File: src/rtl/pwm_pkg.sv
// Shared types and defaults for the PWM generator that sits behind the frequency divider.
package pwm_pkg;

  localparam int DEFAULT_WIDTH = 8;

  typedef enum logic {
    IDLE = 1'b0,
    RUN  = 1'b1
  } pwm_state_t;

endpackage

File: src/rtl/pwm_generator_tick_edge_detect.sv
// Turns the divider's level-toggling `counting` output into a one-clk step enable.
// Any edge of tick_in, rising or falling, produces exactly one step.
module tick_edge_detect (
  input  logic clk,
  input  logic reset,
  input  logic tick_in,
  output logic step
);

  logic tick_q;

  // NOTE: sequential state uses non-blocking assignment so every flop samples pre-edge values.
  always_ff @(posedge clk or posedge reset) begin
    if (reset) tick_q <= 1'b0;
    else       tick_q <= tick_in;
  end

  assign step = tick_in ^ tick_q;

endmodule

File: src/rtl/pwm_generator.sv
// PWM generator clocked by divider steps, with double-buffered period/duty that
// change only at period boundaries while running.
module pwm_generator
  import pwm_pkg::*;
#(
  parameter int WIDTH = DEFAULT_WIDTH
) (
  input  logic             clk,
  input  logic             reset,
  input  logic             enable,
  input  logic             tick_in,
  input  logic [WIDTH-1:0] period,
  input  logic [WIDTH-1:0] duty,
  input  logic             load,
  output logic             pwm_out,
  output logic             period_done,
  output logic             running
);

  localparam logic [WIDTH-1:0] ONE = WIDTH'(1);

  pwm_state_t       state, state_nxt;
  logic [WIDTH-1:0] cnt, cnt_nxt;
  logic [WIDTH-1:0] period_r, period_nxt;
  logic [WIDTH-1:0] duty_r, duty_nxt;
  logic [WIDTH-1:0] shadow_period, shadow_period_nxt;
  logic [WIDTH-1:0] shadow_duty, shadow_duty_nxt;
  logic             pending, pending_nxt;
  logic             pwm_nxt, done_nxt;
  logic             step;

  tick_edge_detect u_tick_edge_detect (
    .clk     (clk),
    .reset   (reset),
    .tick_in (tick_in),
    .step    (step)
  );

  always_ff @(posedge clk or posedge reset) begin
    if (reset) begin
      state         <= IDLE;
      cnt           <= '0;
      period_r      <= '0;
      duty_r        <= '0;
      shadow_period <= '0;
      shadow_duty   <= '0;
      pending       <= 1'b0;
      pwm_out       <= 1'b0;
      period_done   <= 1'b0;
    end else begin
      state         <= state_nxt;
      cnt           <= cnt_nxt;
      period_r      <= period_nxt;
      duty_r        <= duty_nxt;
      shadow_period <= shadow_period_nxt;
      shadow_duty   <= shadow_duty_nxt;
      pending       <= pending_nxt;
      pwm_out       <= pwm_nxt;
      period_done   <= done_nxt;
    end
  end

  always_comb begin
    // NOTE: every output of this block is defaulted first so no path can infer a latch.
    state_nxt         = state;
    cnt_nxt           = cnt;
    period_nxt        = period_r;
    duty_nxt          = duty_r;
    shadow_period_nxt = shadow_period;
    shadow_duty_nxt   = shadow_duty;
    pending_nxt       = pending;
    pwm_nxt           = pwm_out;
    done_nxt          = 1'b0;

    if (load) begin
      shadow_period_nxt = period;
      shadow_duty_nxt   = duty;
    end

    case (state)
      IDLE: begin
        cnt_nxt = '0;
        pwm_nxt = 1'b0;
        // Nothing is being generated, so new settings can go live immediately.
        if (load) begin
          period_nxt  = period;
          duty_nxt    = duty;
          pending_nxt = 1'b0;
        end else if (pending) begin
          period_nxt  = shadow_period;
          duty_nxt    = shadow_duty;
          pending_nxt = 1'b0;
        end
        if (enable && period_r != '0) begin
          state_nxt = RUN;
          cnt_nxt   = '0;
          pwm_nxt   = (duty_r != '0);
        end
      end

      RUN: begin
        if (load) pending_nxt = 1'b1;
        if (!enable) begin
          state_nxt = IDLE;
          cnt_nxt   = '0;
          pwm_nxt   = 1'b0;
        end else if (step) begin
          if (cnt == period_r - ONE) begin
            cnt_nxt  = '0;
            done_nxt = 1'b1;
            // A load landing on the wrap clk bypasses the shadow entirely.
            if (load) begin
              period_nxt  = period;
              duty_nxt    = duty;
              pending_nxt = 1'b0;
            end else if (pending) begin
              period_nxt  = shadow_period;
              duty_nxt    = shadow_duty;
              pending_nxt = 1'b0;
            end
          end else begin
            cnt_nxt = cnt + ONE;
          end
          pwm_nxt = (cnt_nxt < duty_nxt);
          if (period_nxt == '0) begin
            state_nxt = IDLE;
            cnt_nxt   = '0;
            pwm_nxt   = 1'b0;
          end
        end
      end
    endcase
  end

  assign running = (state == RUN);

endmodule
File: config.mk
export PLATFORM = sky130hd
export DESIGN_NAME = pwm_generator
export DESIGN_NICKNAME = d
export VERILOG_FILES = /design/src/rtl/pwm_pkg.sv /design/src/rtl/pwm_generator_tick_edge_detect.sv /design/src/rtl/pwm_generator.sv
export SDC_FILE = /design/constraint.sdc
export NUM_CORES = 1
export LEC_CHECK = 0
export ABC_CLOCK_PERIOD_IN_PS = 3900
export CAP_MARGIN = 0
export CORE_MARGIN = 3
export CORE_UTILIZATION = 41
export CTS_BUF_LIST = sky130_fd_sc_hd__clkbuf_2
export CTS_CLUSTER_DIAMETER = 50
export CTS_CLUSTER_SIZE = 25
export DETAILED_ROUTE_END_ITERATION = 12
export PLACE_DENSITY_LB_ADDON = 0.3
export SLEW_MARGIN = 20
export SYNTH_ARGS = -nofsm -noshare
export SYNTH_HDL_FRONTEND = slang
export SYNTH_HIERARCHICAL = 1
export SYNTH_SLANG_ARGS = --single-unit
export TNS_END_PERCENT = 10
File: constraint.sdc
create_clock -name clk -period 3.9 [get_ports clk]
set_input_delay 0.78 -clock clk [delete_from_list [all_inputs] [get_ports clk]]
set_output_delay 0.78 -clock clk [all_outputs]
set_load 0.02 [all_outputs]
==> impl_metrics.yaml, run 1 <==
run_status:
  run_status: "finished, final reports clean"
sta:
  transition_time_of_the_tightest_slew_check_pin_ns: 0.9361
  finalCritPeriodShare: 0.9316
  skew_ns: 0.02485
  max_slew_margin: 0.3759
  period_minus_slack_ns: 3.633
  unrepaired_setup_endpoints_after_global_routing: "no"
  report.final.setup_viol: 0
  finalMaxSlewViolations: 0
  setup_tns_ns: 0
  timing.fmax_ghz: 0.2752
  hold_viol: 0
placed_design:
  place_hpwl_um: 5163
  place_inst: 447
  dpl-instance-area_um2: 3349
  place_congestion: 0.8601
  io_buffers: 23
floorplanning:
  placementRows: 30
  io_pins: 24
  dieHeight_um: 91.92
  fp.dieArea_um2: 8449
  initial_utilization: 0.4335
  die-width_um: 91.92
  fp.coreArea_um2: 6982
critical_path:
  worst-r2r-cell-count: 15
  worstPathMaxFanout: 20
  startpoint_of_the_lowest_slack_register_to_register_path: "period_r[1]"
  rr_endpoint: "pwm_out"
  cp_slowest_stage_delay_ns: 0.48
  timing.critical_path.arrival_ns: 4.00
  critPathLaunchType: "flip-flop"
  crit_required_ns: 4.27
  path_class: "flip-flop to flip-flop"
  cp_slowest_cell: "sky130_fd_sc_hd__dfrtp_1"
  critical_path.endpoint_type: "flip-flop"
  cells_along_the_critical_path: "inv_1 -> ha_1 -> or3_1 -> a31oi_4 -> o21ai_4 -> nor2_1 -> buf_12 -> a31oi_1 -> o21a_1 -> ha_1 -> a21o_1 -> a21o_1 -> a211oi_1 -> nand3b_1 -> a221oi_1"
  rrSetupSlack_ns: 0.27
power_and_ir_drop:
  share_comb_of_total_power: 0.423
  power_report.internal_total_uw: 913.6
  pwr_density_cell_nw_per_um2: 468.0
  power_switching_share: 0.4255
  power.share.clock: 0.135
  p_switching_uw: 676.6
  leakage_power_nw: 1.428
  max-vdd-ir-drop_mv: 0.1833
  power_mw: 1.590
  share_seq_of_total_power: 0.441
clock_tree:
  tritoncts: "done"
  clock-sinks: 45
  clock-root-buffer: "sky130_fd_sc_hd__clkbuf_2"
  clock_insertion_delay_worst_skew_ns: 0.45
  clock_path_buffers: 2
  path_clk_slew_ns: 0.25
  cts_inserted_buffers: 5
  cts_htree_levels: 2
  ctsHoldBuffers: 0
synthesis:
  ff_latch_count_synth: 45
  yosysWarnings: 6
  synth_seq_area_share: 0.3721
  edff_count_synth: 0
  syn_inst: 341
  synth.distinct_cells: 54
  synth.largest_area_cell: "sky130_fd_sc_hd__dfrtp_1"
  async_flop_share: 1.000
  post_synth_instance_area_um2: 3027
  synthesis.nets: 372
  synth_top_cells_by_count: "sky130_fd_sc_hd__dfrtp_1 (45), sky130_fd_sc_hd__nand2_1 (36), sky130_fd_sc_hd__nand3_1 (24)"
  synthFlopType: "sky130_fd_sc_hd__dfrtp_1"
  yosys.area.top_type_share: 0.3721
  most_numerous_cell_in_the_yosys_netlist: "sky130_fd_sc_hd__dfrtp_1"
  synthTopCellsByArea: "sky130_fd_sc_hd__dfrtp_1 (37%), sky130_fd_sc_hd__nand2_1 (4.5%), sky130_fd_sc_hd__ha_1 (4.1%), sky130_fd_sc_hd__mux2i_1 (4.0%), sky130_fd_sc_hd__nand3_1 (4.0%)"
  synth.avg_cell_area_um2: 8.876
detailed_routing:
  detail_route.first_pass.iterations: 4
  drt_wl_total_um: 7142
  vias_per_cell: 5.734
  drt_wl_cell_um: 15.70
  detailedRoute.firstIterationViolations: 151
  drc: 0
  via_count: 2609
  ant_nets: 0
grt:
  wire_length_of_the_first_global_routing_pass_um: 12170
  grt_antenna_before_repair: 0
  first_global_vias: 2539
  grt_start_max_net_pins: 45
  grt-ovfl-total: 0
  track_usage: 0.1762
run:
  max_cap_viol_count: 0
final_layout:
  multi_input_comb_area_um2: 1744
  utilization: 0.4867
  area_growth_syn_to_layout_pct: 12.28
  antenna_cells: 0
  layoutNonFillerInstCount: 455
  filler_cell_count: 691
  ff_latch_area_um2: 1127
  drive_gt1_frac: 0.1086
  nNetsFinal: 389
  final_design_area_no_fill_um2: 3398
worst_hold_path:
  kind_of_path_behind_the_tightest_hold_check: "primary input to async pin"
## sequential cells by signal, indices dropped and copies added, names as in the netlist
signal and flops:
pwm_out 1, pending 1, shadow_duty 8, u_tick_edge_detect/tick_q 1, period_r 8, duty_r 8, running 1, shadow_period 8
cnt 8, period_done 1
## metal layers
layer,track usage,wire length (µm),up-vias
li1,-,-,1265
met5,0,0,-
met3,0.03938,383,15
met4,0.04950,111,0
met1,0.2424,3244,1258
met2,0.2786,3402,71
## cell usage in the layout (no fill, tap or decap), drive strengths merged, types with 2 or more instances in the layout
| master | n |
|---|---|
| nand2 | 36 |
| nor4 | 3 |
| nand3b | 3 |
| o2bb2ai | 2 |
| or4 | 4 |
| clkbuf | 5 |
| and2 | 8 |
| xor2 | 7 |
| or2 | 3 |
| a21o | 7 |
| nand4b | 2 |
| nand4 | 5 |
| a22oi | 3 |
| xnor2 | 6 |
| o21ai | 30 |
| a31oi | 9 |
| nor2 | 15 |
| mux2 | 10 |
| dfrtp | 45 |
| clkdlybuf4s50 | 23 |
| clkinv | 4 |
| inv | 12 |
| buf | 9 |
| o211ai | 2 |
| a22o | 2 |
| o31ai | 3 |
| nor2b | 11 |
| or3 | 5 |
| a21oi | 10 |
| nand3 | 24 |
| o21a | 9 |
| ha | 10 |
| mux2i | 12 |
| nor3 | 9 |
## cells by family (layout without fill, tap and decap cells)
logic type,count (synthesis),count (layout),share of synthesized area
AO/OA/AOI/OAI,85,85,0.1943
multiplexers,22,22,0.07689
buffers and inverters,35,53,0.05167
AND/OR/NAND/NOR,131,131,0.2261
flip-flops,45,45,0.3721
adder cells (fa/ha/maj),10,10,0.04134
XOR/XNOR,13,13,0.03762
## worst max-delay path by stage
stage	startpoint	end	slack, ns	cells past startpoint
floorplan	period_r[2]	pwm_out	0.56	15
global placement	period_r[0]	pwm_out	0.42	15
detailed placement	period_r[0]	pwm_out	0.26	15
CTS	period_r[0]	pwm_out	0.22	15
global route	period_r[0]	pwm_out	0.02	15
finish	period_r[1]	pwm_out	0.27	15
## power by group through the flow
stage	Clock, mW	Combinational [mW]	Sequential [mW]
after global routing	0.244	0.755	0.718
after detailed placement	0	0.671	0.708
after CTS	0.228	0.677	0.698
after floorplan	0	0.558	0.643
after global placement	0	0.655	0.704
final	0.215	0.673	0.701
## timing repair
item,in CTS,in global routing
gates resized for setup,0,1
setup endpoints to repair,0,1
setup buffers,0,0
## critical path, delay by kind of cell, from the launching register on
kind	cells	cell delay [ns]
fa+ha+maj	2	0.52
buf+inv	2	0.32
flops	1	0.48
simple gates	3	0.74
compound gates	8	1.49
## through the flow
step / hold slack, ns / worst slack (ns)
after global placement: 0.4979 / 0.4208
after floorplan: 0.4816 / 0.5637
after CTS: 0.4543 / 0.2214
after detailed placement: 0.5210 / 0.2594
final: 0.4738 / 0.2666
after global routing: 0.4463 / 0.01872
## final cells by class
cell class                      count  area share
Clock buffer                        5    0.007364
Clock inverter                      3    0.006627
Inverter                           13     0.01436
Multi-Input combinational cell    261      0.5133
Sequential cell                    45      0.3317
Tap cell                           96     0.03535
Timing Repair Buffer               32     0.09131
Power figures use the tool's default switching activity.
==> run 2, diff against run 1 <==
--- a/config.mk
+++ b/config.mk
@@ -7,6 +7,7 @@
 export LEC_CHECK = 0
 export ABC_CLOCK_PERIOD_IN_PS = 3900
 export CAP_MARGIN = 0
+export CORE_ASPECT_RATIO = 0.7
 export CORE_MARGIN = 3
 export CORE_UTILIZATION = 41
 export CTS_BUF_LIST = sky130_fd_sc_hd__clkbuf_2
==> run 2 against run 1 <==
Net effect:
- setup slack worse by 0.0078 ns
- register-to-register slack about the same
- core utilization up 0.37 points
- clock-buffer cell count unchanged
- non-clock buffer count down 1
- final cell count down 0.66%
- sequential share of layout area down 0.11 points
- final area up 0.22%
- largest cell class unchanged
==> impl_metrics.yaml, run 2 (synthesis results as in run 1) <==
final_layout:
  final_design_area_no_fill_um2: 3406
  layout_common_cells: "sky130_fd_sc_hd__dfrtp_1 (45), sky130_fd_sc_hd__nand2_1 (36), sky130_fd_sc_hd__nand3_1 (24), sky130_fd_sc_hd__clkdlybuf4s50_1 (23), sky130_fd_sc_hd__o21ai_0 (20)"
  nNetsFinal: 388
  area_growth_syn_to_layout_pct: 12.53
  ff_latch_area_um2: 1126
  layout.cells.most_common: "sky130_fd_sc_hd__dfrtp_1"
  antenna_cells: 0
  filler_cell_count: 674
  layoutNonFillerInstCount: 452
  drive_gt1_frac: 0.1006
  multi_input_comb_area_um2: 1744
  utilization: 0.4905
sta:
  timing.fmax_ghz: 0.2746
  setup_tns_ns: 0
  unrepaired_setup_endpoints_after_global_routing: "no"
  period_minus_slack_ns: 3.641
  finalCritPeriodShare: 0.9336
  finalMaxSlewViolations: 0
  max_slew_margin: 0.3739
  hold_viol: 0
  setup_slack_ns: 0.2588
  skew_ns: 0.02152
  report.final.setup_viol: 0
  transition_time_of_the_tightest_slew_check_pin_ns: 0.9391
  fin_hold_ws_ns: 0.4818
clock_tree:
  cts_inserted_buffers: 5
  clock-root-buffer: "sky130_fd_sc_hd__clkbuf_2"
  cts_htree_levels: 2
  tritoncts: "done"
  clock-sinks: 45
  cts_resized: 0
  clock_insertion_delay_worst_skew_ns: 0.43
  ctsHoldBuffers: 0
  clock_path_buffers: 2
  cts_setup_buffers: 0
  path_clk_slew_ns: 0.25
power_and_ir_drop:
  p_switching_uw: 673.2
  power_switching_share: 0.4102
  power_mw: 1.641
  power.share.clock: 0.163
  share_seq_of_total_power: 0.431
  share_comb_of_total_power: 0.406
  max-vdd-ir-drop_mv: 0.1657
  pwr_density_cell_nw_per_um2: 481.9
  leakage_power_nw: 1.432
  power_report.internal_total_uw: 968.1
detailed_routing:
  vias_per_cell: 5.655
  drt_wl_total_um: 7316
  detailedRoute.firstIterationViolations: 208
  drt_wl_cell_um: 16.19
  drc: 0
  via_count: 2556
  ant_nets: 0
  detail_route.first_pass.iterations: 4
placed_design:
  place_inst: 444
  dpl-instance-area_um2: 3339
  place_worst_setup_slack_ns: 0.2879
  io_buffers: 23
  place_hpwl_um: 5456
  place_congestion: 0.8710
critical_path:
  startpoint_of_the_lowest_slack_register_to_register_path: "period_r[0]"
  worstPathMaxFanout: 12
  critical_path.endpoint_type: "flip-flop"
  worstSetupEndpoint: "pwm_out"
  worst-r2r-cell-count: 15
  timing.critical_path.arrival_ns: 3.99
  path_class: "flip-flop to flip-flop"
  worst_setup_path_startpoint: "period_r[0]"
  rr_endpoint: "pwm_out"
  critPathLaunchType: "flip-flop"
  rrSetupSlack_ns: 0.26
  crit_required_ns: 4.25
floorplanning:
  fp.dieArea_um2: 8465
  placementRows: 25
  io_pins: 24
  initial_utilization: 0.4359
  fp.coreArea_um2: 6944
  die-width_um: 108.7
  dieHeight_um: 77.89
grt:
  grt_start_max_net_pins: 25
  grt-ovfl-total: 0
  wire_length_of_the_first_global_routing_pass_um: 12230
  track_usage: 0.1826
  grt_antenna_before_repair: 0
  first_global_vias: 2464
worst_hold_path:
  kind_of_path_behind_the_tightest_hold_check: "primary input to async pin"
run_status:
  run_status: "finished, final reports clean"
run:
  max_cap_viol_count: 0
run 2: cell count changes in the layout (fill, tap and decap cells not counted), sizes merged:
| cell | change |
|---|---|
| clkinvlp | +1 |
| bufinv | +1 |
| buf | -1 |
| clkinv | -2 |
run 2: power by group through the flow:
stage               clock network [mW]  logic, mW  registers [mW]
floorplan                            0      0.558           0.643
global placement                     0      0.648           0.707
detailed placement                   0      0.659           0.714
CTS                              0.278      0.665           0.705
global route                     0.296      0.743           0.723
finish                           0.267      0.667           0.708
run 2: critical path, stage by stage, from the launching register on:
cell,delay (ns)
sky130_fd_sc_hd__dfrtp_1,0.50
sky130_fd_sc_hd__inv_1,0.13
sky130_fd_sc_hd__ha_1,0.26
sky130_fd_sc_hd__or3_1,0.43
sky130_fd_sc_hd__a31oi_4,0.21
sky130_fd_sc_hd__o21ai_4,0.12
sky130_fd_sc_hd__nor2_1,0.11
sky130_fd_sc_hd__buf_4,0.18
sky130_fd_sc_hd__buf_4,0.20
sky130_fd_sc_hd__a31oi_1,0.10
sky130_fd_sc_hd__o21a_1,0.22
sky130_fd_sc_hd__ha_1,0.29
sky130_fd_sc_hd__a21o_1,0.16
sky130_fd_sc_hd__a211oi_1,0.26
sky130_fd_sc_hd__nand3b_1,0.12
sky130_fd_sc_hd__a221oi_1,0.30
run 2: worst min-delay path by stage:
stage                         startpoint                        end  slack (ns)  depth (start not counted)
after floorplan           shadow_duty[7]             shadow_duty[7]        0.48                          1
after global placement    shadow_duty[7]             shadow_duty[7]        0.49                          1
after detailed placement  shadow_duty[7]             shadow_duty[7]        0.51                          1
after CTS                          reset  u_tick_edge_detect/tick_q        0.45                          2
after global routing               reset  u_tick_edge_detect/tick_q        0.44                          2
final                              reset  u_tick_edge_detect/tick_q        0.48                          2
run 2: cell type report:
class	count	area share
clock buffer	5	0.007348
multi-input combinational	261	0.5121
tap	94	0.03453
timing repair buffer	31	0.08891
clock inverter	3	0.01212
sequential	45	0.3306
inverter	13	0.01433
run 2: layer usage:
metal / GRT usage / vias up / wire, µm
met4: 0.04414 / 0 / 68
li1: - / 1260 / -
met3: 0.03408 / 9 / 379
met2: 0.2620 / 64 / 3100
met5: 0 / - / 0
met1: 0.2804 / 1223 / 3768
==> run 3, diff against run 2 <==
--- a/config.mk
+++ b/config.mk
@@ -14,7 +14,8 @@
 export CTS_CLUSTER_DIAMETER = 50
 export CTS_CLUSTER_SIZE = 25
 export DETAILED_ROUTE_END_ITERATION = 12
-export PLACE_DENSITY_LB_ADDON = 0.3
+export DONT_BUFFER_PORTS = 1
+export PLACE_DENSITY_LB_ADDON = 0.08
 export SLEW_MARGIN = 20
 export SYNTH_ARGS = -nofsm -noshare
 export SYNTH_HDL_FRONTEND = slang
==> run 3 against run 2 <==
Net effect:
- combinational power decreased by 7.8%
- largest power group unchanged
- setup slack improved by 0.0091 ns
- fmax increased by 0.25%
- sequential power increased by 0.6%
- largest cell class unchanged
- first-iteration DRC count decreased by 8.2%
- non-clock buffer count decreased by 24
- final area decreased by 6.8%
- clock-buffer cell count unchanged
- highest routed layer unchanged
- sequential share of layout area increased by 2.4 points
- die area unchanged
==> impl_metrics.yaml, run 3 (synthesis results as in run 1) <==
sta:
  transition_time_of_the_tightest_slew_check_pin_ns: 0.9819
  hold_viol: 0
  unrepaired_setup_endpoints_after_global_routing: "no"
  period_minus_slack_ns: 3.632
  timing.fmax_ghz: 0.2753
  report.final.setup_viol: 0
  finalMaxSlewViolations: 0
  setup_slack_ns: 0.2679
  skew_ns: 0.02485
  max_slew_margin: 0.3454
  setup_tns_ns: 0
  finalCritPeriodShare: 0.9313
critical_path:
  worstPathMaxFanout: 20
  worst_setup_path_startpoint: "period_r[0]"
  critical_path.endpoint_type: "flip-flop"
  startpoint_of_the_lowest_slack_register_to_register_path: "period_r[0]"
  critPathLaunchType: "flip-flop"
  path_class: "flip-flop to flip-flop"
  rr_endpoint: "pwm_out"
  rrSetupSlack_ns: 0.27
  worst-r2r-cell-count: 15
  crit_required_ns: 4.21
  worstSetupEndpoint: "pwm_out"
  timing.critical_path.arrival_ns: 3.95
detailed_routing:
  vias_per_cell: 5.650
  ant_nets: 0
  detail_route.first_pass.iterations: 4
  drt_wl_total_um: 7216
  drc: 0
  via_count: 2418
  detailedRoute.firstIterationViolations: 191
  drt_wl_cell_um: 16.86
floorplanning:
  fp.coreArea_um2: 6944
  fp.dieArea_um2: 8465
  io_pins: 24
  die-width_um: 108.7
  initial_utilization: 0.4359
  dieHeight_um: 77.89
  placementRows: 25
clock_tree:
  clock_path_buffers: 2
  clock-sinks: 45
  tritoncts: "done"
  path_clk_slew_ns: 0.23
  cts_inserted_buffers: 5
  clock_insertion_delay_worst_skew_ns: 0.41
  clock-root-buffer: "sky130_fd_sc_hd__clkbuf_2"
  cts_setup_buffers: 0
  cts_htree_levels: 2
run:
  max_cap_viol_count: 0
run_status:
  run_status: "finished, final reports clean"
worst_hold_path:
  kind_of_path_behind_the_tightest_hold_check: "primary input to async pin"
power_and_ir_drop:
  max-vdd-ir-drop_mv: 0.2002
  leakage_power_nw: 1.339
  pwr_density_cell_nw_per_um2: 503.2
  power_mw: 1.598
grt:
  grt_start_max_net_pins: 51
  track_usage: 0.1810
  wire_length_of_the_first_global_routing_pass_um: 12030
  grt-ovfl-total: 0
  grt_antenna_before_repair: 0
  first_global_vias: 2352
final_layout:
  antenna_cells: 0
  multi_input_comb_area_um2: 1744
  filler_cell_count: 713
  layout_common_cells: "sky130_fd_sc_hd__dfrtp_1 (44), sky130_fd_sc_hd__nand2_1 (36), sky130_fd_sc_hd__nand3_1 (24), sky130_fd_sc_hd__o21ai_0 (20), sky130_fd_sc_hd__nor2_1 (15)"
  area_growth_syn_to_layout_pct: 4.920
  nNetsFinal: 364
  layoutNonFillerInstCount: 428
  layout.cells.most_common: "sky130_fd_sc_hd__dfrtp_1"
  drive_gt1_frac: 0.1138
  ff_latch_area_um2: 1127
placed_design:
  place_congestion: 0.8245
  place_inst: 420
  place_worst_setup_slack_ns: 0.2789
  io_buffers: 0
  place_hpwl_um: 5277
[run 3: cell count changes in the layout (fill, tap and decap cells not counted), sizes merged]
cell / delta
clkdlybuf4s50: -23
buf: -1
[run 3: metrics by stage]
stage / cell area [µm²] / utilization / hold WS (ns)
6_report: 3176 / 0.4573 / 0.05702
5_1_grt: 3176 / 0.4573 / 0.002403
4_1_cts: 3173 / 0.4569 / 0.007422
3_5_place_dp: 3102 / 0.4467 / 0.5116
3_3_place_gp: 3102 / 0.4467 / 0.4916
2_1_floorplan: 3027 / - / 0.4816
[run 3: layout make-up]
class                      instances  share of cell area
clock buffer                       5            0.007880
clock inverter                     3             0.01458
inverter                          13             0.01576
multi-input combinational        261              0.5492
sequential                        45              0.3550
tap                               94             0.03704
timing repair buffer               7             0.02049
[run 3: routing by layer]
layer / GRT usage / vias to the layer above / share of wire / wire length (µm)
li1: - / 1211 / - / -
met1: 0.2734 / 1147 / 0.50 / 3583
met2: 0.2577 / 58 / 0.43 / 3103
met3: 0.05237 / 2 / 0.069 / 497
met4: 0.03026 / 0 / 0.0043 / 31
met5: 0 / - / 0 / 0
[run 3: worst min path at each step]
stage	from	endpoint	slack, ns	cells after the start
finish	reset	u_tick_edge_detect/tick_q	0.06	1
global route	reset	u_tick_edge_detect/tick_q	0.002	1
CTS	reset	u_tick_edge_detect/tick_q	0.007	1
detailed placement	reset	u_tick_edge_detect/tick_q	0.51	1
global placement	shadow_duty[7]	shadow_duty[7]	0.49	1
floorplan	shadow_duty[7]	shadow_duty[7]	0.48	1
[run 3: power by group]
part / switching (mW) / total, mW / internal (mW)
Combinational: 0.334 / 0.615 / 0.281
Sequential: 0.155 / 0.712 / 0.557
Clock: 0.162 / 0.271 / 0.109
[run 3: critical path, stage by stage (launching register included)]
cell	delay, ns
sky130_fd_sc_hd__dfrtp_2	0.47
sky130_fd_sc_hd__inv_1	0.10
sky130_fd_sc_hd__ha_1	0.24
sky130_fd_sc_hd__or3_1	0.41
sky130_fd_sc_hd__a31oi_4	0.20
sky130_fd_sc_hd__o21ai_4	0.13
sky130_fd_sc_hd__nor2_1	0.20
sky130_fd_sc_hd__buf_12	0.19
sky130_fd_sc_hd__a31oi_1	0.09
sky130_fd_sc_hd__o21a_1	0.21
sky130_fd_sc_hd__ha_1	0.29
sky130_fd_sc_hd__a21o_1	0.18
sky130_fd_sc_hd__a21o_1	0.17
sky130_fd_sc_hd__a211oi_1	0.26
sky130_fd_sc_hd__nand3b_1	0.11
sky130_fd_sc_hd__a221oi_1	0.29
[run 3: repair_timing]
| item | CTS | global route |
|---|---|---|
| endpoints found under the setup margin | 0 | 1 |
| resized for setup | 0 | 1 |
| hold buffers | 0 | 0 |
